`src/rtl/ysyx_22040175_mem_arb_if.sv`:
```
// ysyx_22040175_mem_arb_if: fetch, load/store and memory-bus signals around the arbiter
interface ysyx_22040175_mem_arb_if #(
    parameter int ADDR_WIDTH = 64,
    parameter int DATA_WIDTH = 64
);
    logic                  if_req_valid;
    logic [ADDR_WIDTH-1:0] if_req_addr;
    logic                  if_req_ready;
    logic                  if_flush;
    logic                  if_rsp_valid;
    logic [DATA_WIDTH-1:0] if_rsp_data;
    logic                  mem_req_valid;
    logic                  mem_req_wen;
    logic [ADDR_WIDTH-1:0] mem_req_addr;
    logic [DATA_WIDTH-1:0] mem_req_wdata;
    logic [7:0]            mem_req_wmask;
    logic                  mem_req_ready;
    logic                  mem_rsp_valid;
    logic [DATA_WIDTH-1:0] mem_rsp_rdata;
    logic                  bus_req_valid;
    logic                  bus_req_wen;
    logic [ADDR_WIDTH-1:0] bus_req_addr;
    logic [DATA_WIDTH-1:0] bus_req_wdata;
    logic [7:0]            bus_req_wmask;
    logic                  bus_req_ready;
    logic                  bus_rsp_valid;
    logic [DATA_WIDTH-1:0] bus_rsp_rdata;
    logic                  owner;
    modport slave (
        input  if_req_valid, if_req_addr, if_flush,
        input  mem_req_valid, mem_req_wen, mem_req_addr, mem_req_wdata, mem_req_wmask,
        input  bus_req_ready, bus_rsp_valid, bus_rsp_rdata,
        output if_req_ready, if_rsp_valid, if_rsp_data,
        output mem_req_ready, mem_rsp_valid, mem_rsp_rdata,
        output bus_req_valid, bus_req_wen, bus_req_addr, bus_req_wdata, bus_req_wmask,
        output owner
    );
    modport master (
        output if_req_valid, if_req_addr, if_flush,
        output mem_req_valid, mem_req_wen, mem_req_addr, mem_req_wdata, mem_req_wmask,
        output bus_req_ready, bus_rsp_valid, bus_rsp_rdata,
        input  if_req_ready, if_rsp_valid, if_rsp_data,
        input  mem_req_ready, mem_rsp_valid, mem_rsp_rdata,
        input  bus_req_valid, bus_req_wen, bus_req_addr, bus_req_wdata, bus_req_wmask,
        input  owner
    );
endinterface

```
`src/rtl/ysyx_22040175_mem_arb.sv`:
```
// ysyx_22040175_mem_arb: one-outstanding memory bus arbiter, data priority with fetch anti-starvation and flush drop
module ysyx_22040175_mem_arb #(
    parameter int ADDR_WIDTH  = 64,
    parameter int DATA_WIDTH  = 64,
    parameter int MAX_DSTREAK = 4
) (
    input logic clk,
    input logic rst,
    ysyx_22040175_mem_arb_if.slave io
);
    localparam int SW = $clog2(MAX_DSTREAK + 1);
    typedef enum logic [1:0] {IDLE, REQ, WAIT} state_t;
    state_t                r_state;
    logic [SW-1:0]         r_streak;
    logic                  r_drop, r_owner, r_bus_req_valid, r_wen, r_if_rsp_valid, r_mem_rsp_valid;
    logic [ADDR_WIDTH-1:0] r_addr;
    logic [DATA_WIDTH-1:0] r_wdata, r_if_rsp_data, r_mem_rsp_data;
    logic [7:0]            r_wmask;
    logic                  w_idle, w_grant_if, w_grant_mem, w_flush_if;
    assign w_idle      = r_state == IDLE && !rst;
    assign w_grant_if  = w_idle && io.if_req_valid && (!io.mem_req_valid || r_streak == SW'(MAX_DSTREAK));
    assign w_grant_mem = w_idle && io.mem_req_valid && !w_grant_if;
    assign w_flush_if  = !r_owner && io.if_flush;
    assign io.if_req_ready  = w_grant_if;
    assign io.mem_req_ready = w_grant_mem;
    assign io.if_rsp_valid  = r_if_rsp_valid;
    assign io.if_rsp_data   = r_if_rsp_data;
    assign io.mem_rsp_valid = r_mem_rsp_valid;
    assign io.mem_rsp_rdata = r_mem_rsp_data;
    assign io.bus_req_valid = r_bus_req_valid;
    assign io.bus_req_wen   = r_wen;
    assign io.bus_req_addr  = r_addr;
    assign io.bus_req_wdata = r_wdata;
    assign io.bus_req_wmask = r_wmask;
    assign io.owner         = r_owner;
    always_ff @(posedge clk or posedge rst) begin
        if (rst) begin
            r_state         <= IDLE;
            r_streak        <= '0;
            r_drop          <= 1'b0;
            r_owner         <= 1'b0;
            r_bus_req_valid <= 1'b0;
            r_wen           <= 1'b0;
            r_addr          <= '0;
            r_wdata         <= '0;
            r_wmask         <= '0;
            r_if_rsp_valid  <= 1'b0;
            r_if_rsp_data   <= '0;
            r_mem_rsp_valid <= 1'b0;
            r_mem_rsp_data  <= '0;
        end else begin
            r_if_rsp_valid  <= 1'b0;
            r_mem_rsp_valid <= 1'b0;
            case (r_state)
                IDLE: if (w_grant_if || w_grant_mem) begin
                    r_state         <= REQ;
                    r_bus_req_valid <= 1'b1;
                    r_owner         <= w_grant_mem;
                    r_wen           <= w_grant_mem && io.mem_req_wen;
                    r_addr          <= w_grant_mem ? io.mem_req_addr : io.if_req_addr;
                    r_wdata         <= w_grant_mem ? io.mem_req_wdata : '0;
                    r_wmask         <= w_grant_mem ? io.mem_req_wmask : '0;
                    r_drop          <= w_grant_if && io.if_flush;
                    // streak only grows while fetch is actually being held off
                    r_streak        <= (w_grant_mem && io.if_req_valid) ?
                                       r_streak + SW'(r_streak != SW'(MAX_DSTREAK)) : '0;
                end
                REQ: begin
                    r_drop <= r_drop || w_flush_if;
                    if (io.bus_req_ready) begin
                        r_state         <= WAIT;
                        r_bus_req_valid <= 1'b0;
                    end
                end
                WAIT: begin
                    r_drop <= r_drop || w_flush_if;
                    if (io.bus_rsp_valid) begin
                        r_state         <= IDLE;
                        r_drop          <= 1'b0;
                        r_mem_rsp_valid <= r_owner;
                        r_if_rsp_valid  <= !r_owner && !(r_drop || io.if_flush);
                        if (r_owner) r_mem_rsp_data <= io.bus_rsp_rdata;
                        else if (!(r_drop || io.if_flush)) r_if_rsp_data <= io.bus_rsp_rdata;
                    end
                end
                default: r_state <= IDLE;
            endcase
        end
    end
endmodule

```
`src/flat_wrapper.sv`:
```
// flat-port wrapper written by rule: the top's interface ports become plain ports
module ysyx_22040175_mem_arb_flat 
#(
    parameter int ADDR_WIDTH  = 64,
    parameter int DATA_WIDTH  = 64,
    parameter int MAX_DSTREAK = 4
)
  (clk, rst, io_if_req_valid, io_if_req_addr, io_if_flush, io_mem_req_valid, io_mem_req_wen, io_mem_req_addr, io_mem_req_wdata, io_mem_req_wmask, io_bus_req_ready, io_bus_rsp_valid, io_bus_rsp_rdata, io_if_req_ready, io_if_rsp_valid, io_if_rsp_data, io_mem_req_ready, io_mem_rsp_valid, io_mem_rsp_rdata, io_bus_req_valid, io_bus_req_wen, io_bus_req_addr, io_bus_req_wdata, io_bus_req_wmask, io_owner);
  ysyx_22040175_mem_arb_if #(.ADDR_WIDTH(ADDR_WIDTH), .DATA_WIDTH(DATA_WIDTH)) io_i ();
  input logic clk;
  input logic rst;
  input wire logic [$bits(io_i.if_req_valid)-1:0] io_if_req_valid;
  input wire logic [$bits(io_i.if_req_addr)-1:0] io_if_req_addr;
  input wire logic [$bits(io_i.if_flush)-1:0] io_if_flush;
  input wire logic [$bits(io_i.mem_req_valid)-1:0] io_mem_req_valid;
  input wire logic [$bits(io_i.mem_req_wen)-1:0] io_mem_req_wen;
  input wire logic [$bits(io_i.mem_req_addr)-1:0] io_mem_req_addr;
  input wire logic [$bits(io_i.mem_req_wdata)-1:0] io_mem_req_wdata;
  input wire logic [$bits(io_i.mem_req_wmask)-1:0] io_mem_req_wmask;
  input wire logic [$bits(io_i.bus_req_ready)-1:0] io_bus_req_ready;
  input wire logic [$bits(io_i.bus_rsp_valid)-1:0] io_bus_rsp_valid;
  input wire logic [$bits(io_i.bus_rsp_rdata)-1:0] io_bus_rsp_rdata;
  output wire logic [$bits(io_i.if_req_ready)-1:0] io_if_req_ready;
  output wire logic [$bits(io_i.if_rsp_valid)-1:0] io_if_rsp_valid;
  output wire logic [$bits(io_i.if_rsp_data)-1:0] io_if_rsp_data;
  output wire logic [$bits(io_i.mem_req_ready)-1:0] io_mem_req_ready;
  output wire logic [$bits(io_i.mem_rsp_valid)-1:0] io_mem_rsp_valid;
  output wire logic [$bits(io_i.mem_rsp_rdata)-1:0] io_mem_rsp_rdata;
  output wire logic [$bits(io_i.bus_req_valid)-1:0] io_bus_req_valid;
  output wire logic [$bits(io_i.bus_req_wen)-1:0] io_bus_req_wen;
  output wire logic [$bits(io_i.bus_req_addr)-1:0] io_bus_req_addr;
  output wire logic [$bits(io_i.bus_req_wdata)-1:0] io_bus_req_wdata;
  output wire logic [$bits(io_i.bus_req_wmask)-1:0] io_bus_req_wmask;
  output wire logic [$bits(io_i.owner)-1:0] io_owner;
  assign io_i.if_req_valid = io_if_req_valid;
  assign io_i.if_req_addr = io_if_req_addr;
  assign io_i.if_flush = io_if_flush;
  assign io_i.mem_req_valid = io_mem_req_valid;
  assign io_i.mem_req_wen = io_mem_req_wen;
  assign io_i.mem_req_addr = io_mem_req_addr;
  assign io_i.mem_req_wdata = io_mem_req_wdata;
  assign io_i.mem_req_wmask = io_mem_req_wmask;
  assign io_i.bus_req_ready = io_bus_req_ready;
  assign io_i.bus_rsp_valid = io_bus_rsp_valid;
  assign io_i.bus_rsp_rdata = io_bus_rsp_rdata;
  assign io_if_req_ready = io_i.if_req_ready;
  assign io_if_rsp_valid = io_i.if_rsp_valid;
  assign io_if_rsp_data = io_i.if_rsp_data;
  assign io_mem_req_ready = io_i.mem_req_ready;
  assign io_mem_rsp_valid = io_i.mem_rsp_valid;
  assign io_mem_rsp_rdata = io_i.mem_rsp_rdata;
  assign io_bus_req_valid = io_i.bus_req_valid;
  assign io_bus_req_wen = io_i.bus_req_wen;
  assign io_bus_req_addr = io_i.bus_req_addr;
  assign io_bus_req_wdata = io_i.bus_req_wdata;
  assign io_bus_req_wmask = io_i.bus_req_wmask;
  assign io_owner = io_i.owner;
  ysyx_22040175_mem_arb #(.ADDR_WIDTH(ADDR_WIDTH), .DATA_WIDTH(DATA_WIDTH), .MAX_DSTREAK(MAX_DSTREAK)) u_core (.clk(clk), .rst(rst), .io(io_i));
endmodule
```
`config.mk`:
```
export PLATFORM = sky130hd
export DESIGN_NAME = ysyx_22040175_mem_arb_flat
export DESIGN_NICKNAME = d
export VERILOG_FILES = /design/src/rtl/ysyx_22040175_mem_arb_if.sv /design/src/rtl/ysyx_22040175_mem_arb.sv /design/src/flat_wrapper.sv
export SDC_FILE = /design/constraint.sdc
export NUM_CORES = 1
export LEC_CHECK = 0
export ABC_AREA = 1
export CORE_AREA = 2 2 209 211
export DETAILED_ROUTE_END_ITERATION = 10
export DIE_AREA = 0 0 211 213
export PLACE_DENSITY_LB_ADDON = 0.12
export SLEW_MARGIN = 20
export SYNTH_ARGS = -nofsm -noshare
export SYNTH_HDL_FRONTEND = slang
export SYNTH_SLANG_ARGS = --single-unit
```
`constraint.sdc`:
```
create_clock -name clk -period 16.7 [get_ports clk]
set_input_delay 4.175 -clock clk [delete_from_list [all_inputs] [get_ports clk]]
set_output_delay 4.175 -clock clk [all_outputs]
set_load 0.05 [all_outputs]
```
==> results of run 1 <==
## flip-flops by register name (all words and copies together) (netlist names)
| signal | cells |
|---|---|
| u_core.io.bus_req_wmask | 8 |
| u_core.r_drop | 1 |
| u_core.io.bus_req_wdata | 64 |
| u_core.io.if_rsp_valid | 1 |
| u_core.io.mem_rsp_valid | 1 |
| u_core.r_streak | 3 |
| u_core.io.if_rsp_data | 64 |
| u_core.io.bus_req_wen | 1 |
| u_core.r_state | 2 |
| u_core.io.mem_rsp_rdata | 64 |
| u_core.io.bus_req_valid | 1 |
| u_core.io.bus_req_addr | 64 |
| u_core.io.owner | 1 |
## placed cells by master (no fill, tap or decap)
cell type / netlist / routed
a21oi_1: 1 / 1
nand2_1: 492 / 491
inv_1: 143 / 140
o21ai_0: 132 / 132
nand3_1: 134 / 133
clkdlybuf4s50_1: 0 / 542
buf_6: 9 / 1
o211ai_1: 1 / 1
or2_2: 2 / 2
dfrtp_1: 275 / 275
inv_6: 0 / 1
ha_1: 6 / 6
clkbuf_8: 0 / 11
inv_8: 0 / 1
inv_2: 2 / 3
bufinv_16: 0 / 1
clkinv_8: 0 / 1
xor2_1: 1 / 1
nand2_2: 1 / 2
clkbuf_1: 31 / 10
nor2_1: 69 / 69
buf_12: 0 / 1
nand4_1: 5 / 5
diode_2: 0 / 1
buf_4: 12 / 8
clkbuf_16: 0 / 36
nor2_2: 1 / 1
clkinv_2: 0 / 3
nand3_4: 0 / 1
o21ai_4: 1 / 1
nand3_2: 2 / 2
## area by class of cell
| class | count | share of cell area (%) |
|---|---|---|
| multi-input combinational | 848 | 19.8 |
| inverter | 145 | 3.00 |
| antenna | 1 | 0.0136 |
| tap | 546 | 3.71 |
| sequential | 275 | 37.3 |
| clock buffer | 57 | 5.91 |
| clock inverter | 5 | 0.353 |
| timing repair buffer | 552 | 29.9 |
## Yosys cell counts
cell type | n | area share [%]
o211ai_1 | 1 | 0.065
ha_1 | 6 | 0.65
dfrtp_1 | 275 | 60
xor2_1 | 1 | 0.076
inv_1 | 143 | 4.7
nand4_1 | 5 | 0.27
o21ai_4 | 1 | 0.14
buf_6 | 9 | 0.88
inv_2 | 2 | 0.065
o21ai_0 | 132 | 5.7
nor2_2 | 1 | 0.054
buf_4 | 12 | 0.78
nand3_1 | 134 | 5.8
nand2_1 | 492 | 16
nand3_2 | 2 | 0.17
or2_2 | 2 | 0.11
a21oi_1 | 1 | 0.044
buf_2 | 26 | 1.1
nor2_1 | 69 | 2.3
buf_1 | 1 | 0.033
nand2_2 | 1 | 0.054
clkbuf_1 | 31 | 1.0
## critical path, delay by kind of cell
| kind | cells | cell delay [ns] |
|---|---|---|
| buffers and inverters | 6 | 2.70 |
| and+or+nand+nor | 2 | 0.33 |
## worst paths after layout
kind,startpoint,end,slack [ns]
min in group asynchronous,rst,u_core.io.bus_req_wdata[6],4.26
setup reg to reg,u_core.r_state[0],u_core.io.bus_req_wdata[35],13.83
setup / recovery,rst,io_mem_req_ready,5.30
max in group asynchronous,rst,u_core.io.bus_req_wdata[24],10.81
hold reg to reg,u_core.io.bus_req_wdata[6],u_core.io.bus_req_wdata[6],0.48
hold / removal,u_core.io.bus_req_wdata[6],u_core.io.bus_req_wdata[6],0.48
## through the flow
step	std cells	power (W)	hold WS [ns]	cell area [um^2]	setup slack (ns)
2_1_floorplan	1347	0.00260	0.467	11500	1.49
3_3_place_gp	2366	0.00345	0.462	17300	5.15
3_5_place_dp	2366	0.00346	0.464	17300	5.16
4_1_cts	2428	0.00425	0.479	18400	5.16
5_1_grt	2429	0.00442	0.500	18400	4.99
6_report	2429	0.00419	0.477	18400	5.30
## metal layers
layer	track usage (%)	vias to the layer above
li1	-	5189
met1	22.6	4915
met2	31.0	365
met3	7.43	51
met4	5.95	2
met5	0.222	-
## kinds of logic after synthesis
group	after synthesis	share of synthesized area, %
AOI/OAI and AO/OA	135	6.00
xor gates and xnor gates	1	0.0762
adders and majority gates	6	0.653
buffers and inverters	224	8.58
DFF	275	59.9
and+or+nand+nor	706	24.8
## power by group through the flow
| stage | Clock (W) | Combinational [W] | Sequential (W) |
|---|---|---|---|
| after floorplan | 0 | 0.000426 | 0.00217 |
| after global placement | 0 | 0.00231 | 0.00114 |
| after detailed placement | 0 | 0.00232 | 0.00114 |
| after CTS | 0.000789 | 0.00232 | 0.00114 |
| after global routing | 0.000813 | 0.00243 | 0.00118 |
| final | 0.000760 | 0.00229 | 0.00114 |
==> impl_metrics.py, run 1 <==
metrics = {
    "run_status": {
        "status": "finished clean",
    },
    "global_routing": {
        "grt_max_degree": 162,
        "antenna_found_initial": 2,
        "track_usage_pct": 18.8,
        "grt_first_pass_wirelength_um": 64600,
        "grt-ovfl-total": 0,
        "grt_pass1_vias": 10702,
    },
    "clocking": {
        "clock-sinks": 275,
        "clock_path_buffers": 3,
        "cts_post_setup_buffers_inserted": 0,
        "hold_buffers": 0,
        "cts_tree": "done",
        "clkSlewWorstSetupHoldPaths_ns": 0.06,
        "cts_resized": 0,
        "htree_levels": 2,
        "cts_made_buffers": 35,
        "cts_root_buf": "clkbuf_16",
        "insertion_delay_ns": 0.54,
    },
    "timing": {
        "fin_worst_skew_ns": 0.0165,
        "hold_viol": 0,
        "final-max-slew-violation-count": 0,
        "period_share_pct": 68.3,
        "finalSetupViolations": 0,
        "slew_headroom_pct": 21.9,
        "post-route-min-period_ns": 11.40,
        "worst_pin_slew_ns": 1.17,
        "rsz0062_at_grt": "no",
        "setup_tns_ns": 0,
        "max_clock_freq_mhz": 87.7,
    },
    "route": {
        "highest_layer": "met5",
        "drc": 0,
        "routed_wl_um": 43200,
        "viasPerCell": 4.33,
        "m1WireLength_um": 17600,
        "drt_iter0_drc": 586,
        "wl_met2_um": 20400,
        "wl_per_cell_um": 17.8,
        "route.vias.total": 10522,
        "ant_nets": 0,
        "dr.pass1.iters": 8,
        "wl_met3_um": 4260,
    },
    "worst_setup_path": {
        "critical_path.slowest_cell": "clkdlybuf4s50_1",
        "crit_path_end_kind": "primary output",
        "worstSetupStartpointType": "primary input",
        "path_cells": "clkdlybuf4s50_1, inv_8, nand3_2, inv_2, buf_4, nand2_2, inv_2, clkdlybuf4s50_1",
        "arrival_ns": 7.23,
        "cp.required_ns": 12.52,
        "path_max_fanout": 117,
        "critical_path.max_stage_delay_ns": 0.80,
        "crit_type": "primary input to primary output",
        "r2r_cells": 10,
    },
    "power_and_ir_drop": {
        "p_clk_share_pct": 18.1,
        "pwr-share-seq_pct": 27.1,
        "p_leak_nw": 8.85,
        "p_int_w": 0.00215,
        "power_switching_w": 0.00204,
        "vdd_drop_max_mv": 0.120,
        "p_per_area_nw_per_um2": 227,
        "comb_power_share_pct": 54.7,
        "swShare_pct": 48.7,
    },
    "yosys": {
        "syn-num-nets": 1625,
        "yosys_warnings": 0,
        "synthCells": 1347,
        "ys_types": 22,
        "synth_area_um2": 11500,
        "ys_seq_area_share_pct": 59.9,
        "syn_area_per_cell_um2": 8.53,
        "ys_ff_latch": 275,
    },
    "cells_and_area": {
        "fillCellCount": 4281,
        "drive_gt1_share_pct": 4.04,
        "final_core_util_pct": 43.2,
        "fin_nets": 2135,
        "regArea_um2": 6880,
        "multi_input_area_um2": 3640,
        "syn2layout_area_growth_pct": 60.4,
    },
    "hold_path": {
        "hold_depth": 2,
        "hold_class": "register to register",
    },
    "placed_design": {
        "place.gp.congestion": 0.796,
        "numPortBuffers": 542,
        "dp_hpwl_um": 30500,
    },
    "die": {
        "core.rowCount": 76,
        "dieHeight_um": 213,
        "start_util_pct": 26.9,
        "coreArea_um2": 42700,
        "ios": 543,
        "die_w_um": 211,
        "die-area_um2": 44900,
    },
    "run": {
        "maxCapViolations": 0,
    },
}
No activity file was read; power rests on OpenSTA's default activity.
==> run 2, diff against run 1 <==
--- a/config.mk
+++ b/config.mk
@@ -6,9 +6,9 @@
 export NUM_CORES = 1
 export LEC_CHECK = 0
 export ABC_AREA = 1
-export CORE_AREA = 2 2 209 211
+export CORE_AREA = 2 2 214 216
 export DETAILED_ROUTE_END_ITERATION = 10
-export DIE_AREA = 0 0 211 213
+export DIE_AREA = 0 0 216 218
 export PLACE_DENSITY_LB_ADDON = 0.12
 export SLEW_MARGIN = 20
 export SYNTH_ARGS = -nofsm -noshare
==> constraint.sdc (replaced) <==
create_clock -name clk -period 10.03 [get_ports clk]
set_input_delay 2.5075 -clock clk [delete_from_list [all_inputs] [get_ports clk]]
set_output_delay 2.5075 -clock clk [all_outputs]
set_load 0.05 [all_outputs]
==> run 2 against run 1 <==
Clock power grew 68%. Sequential share of layout area shrank 0.18 points. Clock skew shrank 0.00087 ns. Combinational power grew 67%. Register-to-register slack lost 6.7 ns. Global-route usage shrank 0.68 points. Via count shrank 0.19%. Count of clock-buffer cells in the layout shrank 5. Design area grew 0.49%. Utilization shrank 1.9 points.
==> impl_metrics.py, run 2 (same netlist as run 1, synthesis figures left out) <==
metrics = {
    "cells_and_area": {
        "drive_gt1_share_pct": 4.25,
        "syn2layout_area_growth_pct": 61.2,
        "fin_area_um2": 18500,
        "fin_nets": 2137,
        "fillCellCount": 4543,
        "multi_input_area_um2": 3640,
        "regArea_um2": 6880,
        "layout_commonest_cell": "clkdlybuf4s50_1",
        "final_cell_mix": "541 x clkdlybuf4s50_1, 491 x nand2_1, 275 x dfrtp_1",
        "final_core_util_pct": 41.3,
        "stdcell_count": 2483,
        "num_antenna_cells": 0,
    },
    "timing": {
        "post-route-min-period_ns": 7.64,
        "worst_pin_slew_ns": 1.03,
        "setup_tns_ns": 0,
        "slew_headroom_pct": 31.4,
        "rsz0062_at_grt": "no",
        "finalSetupViolations": 0,
        "max_clock_freq_mhz": 131,
        "hold_viol": 0,
        "final-max-slew-violation-count": 0,
        "period_share_pct": 76.1,
        "fin_worst_skew_ns": 0.0156,
    },
    "global_routing": {
        "grt_max_degree": 114,
        "track_usage_pct": 18.1,
        "grt_pass1_vias": 10495,
        "grt_first_pass_wirelength_um": 65400,
        "grt-ovfl-total": 0,
        "antenna_found_initial": 6,
    },
    "power_and_ir_drop": {
        "p_clk_share_pct": 18.3,
        "pwr-share-seq_pct": 27.0,
        "p_leak_nw": 8.87,
        "vdd_drop_max_mv": 0.164,
        "comb_power_share_pct": 54.6,
        "swShare_pct": 48.6,
        "p_int_w": 0.00360,
        "power_switching_w": 0.00340,
        "p_per_area_nw_per_um2": 378,
    },
    "worst_setup_path": {
        "path_max_fanout": 65,
        "cp.required_ns": 7.52,
        "crit_path_end_kind": "primary output",
        "worst_r2r_startpoint": "u_core.r_state[0]",
        "worstSetupStartpointType": "primary input",
        "r2r_slack_ns": 7.11,
        "crit_type": "primary input to primary output",
        "reg2reg_to": "u_core.io.bus_req_addr[40]",
        "r2r_cells": 10,
        "cp-endpoint": "io_mem_req_ready",
        "cp-startpoint": "rst",
        "arrival_ns": 5.13,
    },
    "route": {
        "routed_wl_um": 43900,
        "viasPerCell": 4.23,
        "route.vias.total": 10502,
        "drt_iter0_drc": 667,
        "wl_per_cell_um": 17.7,
        "ant_nets": 0,
        "drc": 0,
        "dr.pass1.iters": 6,
    },
    "clocking": {
        "cts_tree": "done",
        "clkSlewWorstSetupHoldPaths_ns": 0.06,
        "clock_path_buffers": 3,
        "cts_root_buf": "clkbuf_16",
        "insertion_delay_ns": 0.54,
        "hold_buffers": 0,
        "cts_post_setup_buffers_inserted": 0,
        "cts_made_buffers": 34,
        "cts_resized": 0,
        "clock-sinks": 275,
        "htree_levels": 2,
    },
    "hold_path": {
        "hold_class": "register to register",
    },
    "placed_design": {
        "numPortBuffers": 542,
        "place_area_um2": 17400,
        "dp_hpwl_um": 30900,
        "place_inst": 2423,
        "place.gp.congestion": 0.834,
    },
    "die": {
        "ios": 543,
        "die-area_um2": 47100,
        "coreArea_um2": 44900,
        "core.rowCount": 78,
        "dieHeight_um": 218,
        "die_w_um": 216,
        "start_util_pct": 25.6,
    },
    "run_status": {
        "status": "finished clean",
    },
    "run": {
        "maxCapViolations": 0,
    },
}
run 2: cell count changes in the layout (fill, tap and decap cells not counted), moves of 2 or more:
cell	delta
buf_4	+5
clkbuf_1	-2
clkbuf_8	-2
bufinv_16	+2
run 2: critical path, cell delays in order:
cell,delay (ns)
clkdlybuf4s50_1,0.54
clkinvlp_4,0.66
nand3_2,0.29
inv_2,0.09
nand2_2,0.08
buf_4,0.59
nand2_2,0.11
inv_2,0.12
buf_12,0.14
run 2: power groups by stage:
stage | registers (W) | logic [W] | clock network [W]
global route | 0.00196 | 0.00404 | 0.00137
finish | 0.00189 | 0.00382 | 0.00128
global placement | 0.00189 | 0.00386 | 0
detailed placement | 0.00190 | 0.00386 | 0
CTS | 0.00189 | 0.00387 | 0.00133
floorplan | 0.00362 | 0.000709 | 0
run 2: how the worst min path moves through the flow:
stage	from	to	slack, ns	cells past startpoint
final	u_core.io.bus_req_wdata[10]	u_core.io.bus_req_wdata[10]	0.48	2
after global routing	u_core.io.bus_req_wdata[62]	u_core.io.bus_req_wdata[62]	0.49	2
after CTS	u_core.io.bus_req_wdata[1]	u_core.io.bus_req_wdata[1]	0.48	2
after detailed placement	u_core.io.bus_req_wdata[1]	u_core.io.bus_req_wdata[1]	0.46	2
after global placement	u_core.io.bus_req_wdata[11]	u_core.io.bus_req_wdata[11]	0.46	2
after floorplan	u_core.r_state[1]	u_core.r_state[1]	0.47	2
run 2: area by class of cell:
type,count,share of cell area (%)
inverters,145,2.97
clock buffers,52,5.56
clock inverters,8,0.743
well taps,600,4.05
flip-flops and latches,275,37.2
repair buffers,555,29.9
multi-input cells,848,19.7
run 2: per-layer routing:
| metal | share of wire (%) | wire length, um | global-route usage, % | up-vias |
|---|---|---|---|---|
| met1 | 41 | 17900 | 21.9 | 4876 |
| met4 | 1.9 | 837 | 4.50 | 10 |
| met3 | 11 | 4690 | 8.58 | 56 |
| li1 | - | - | - | 5186 |
| met2 | 47 | 20400 | 29.3 | 374 |
| met5 | 0.14 | 63 | 0 | - |
run 2: stage by stage:
step | hold slack (ns) | total power (W) | setup WS [ns]
2_1_floorplan | 0.467 | 0.00432 | 0.120
3_3_place_gp | 0.462 | 0.00575 | 2.27
3_5_place_dp | 0.464 | 0.00576 | 2.26
4_1_cts | 0.479 | 0.00710 | 2.26
5_1_grt | 0.494 | 0.00738 | 2.12
6_report | 0.475 | 0.00700 | 2.39
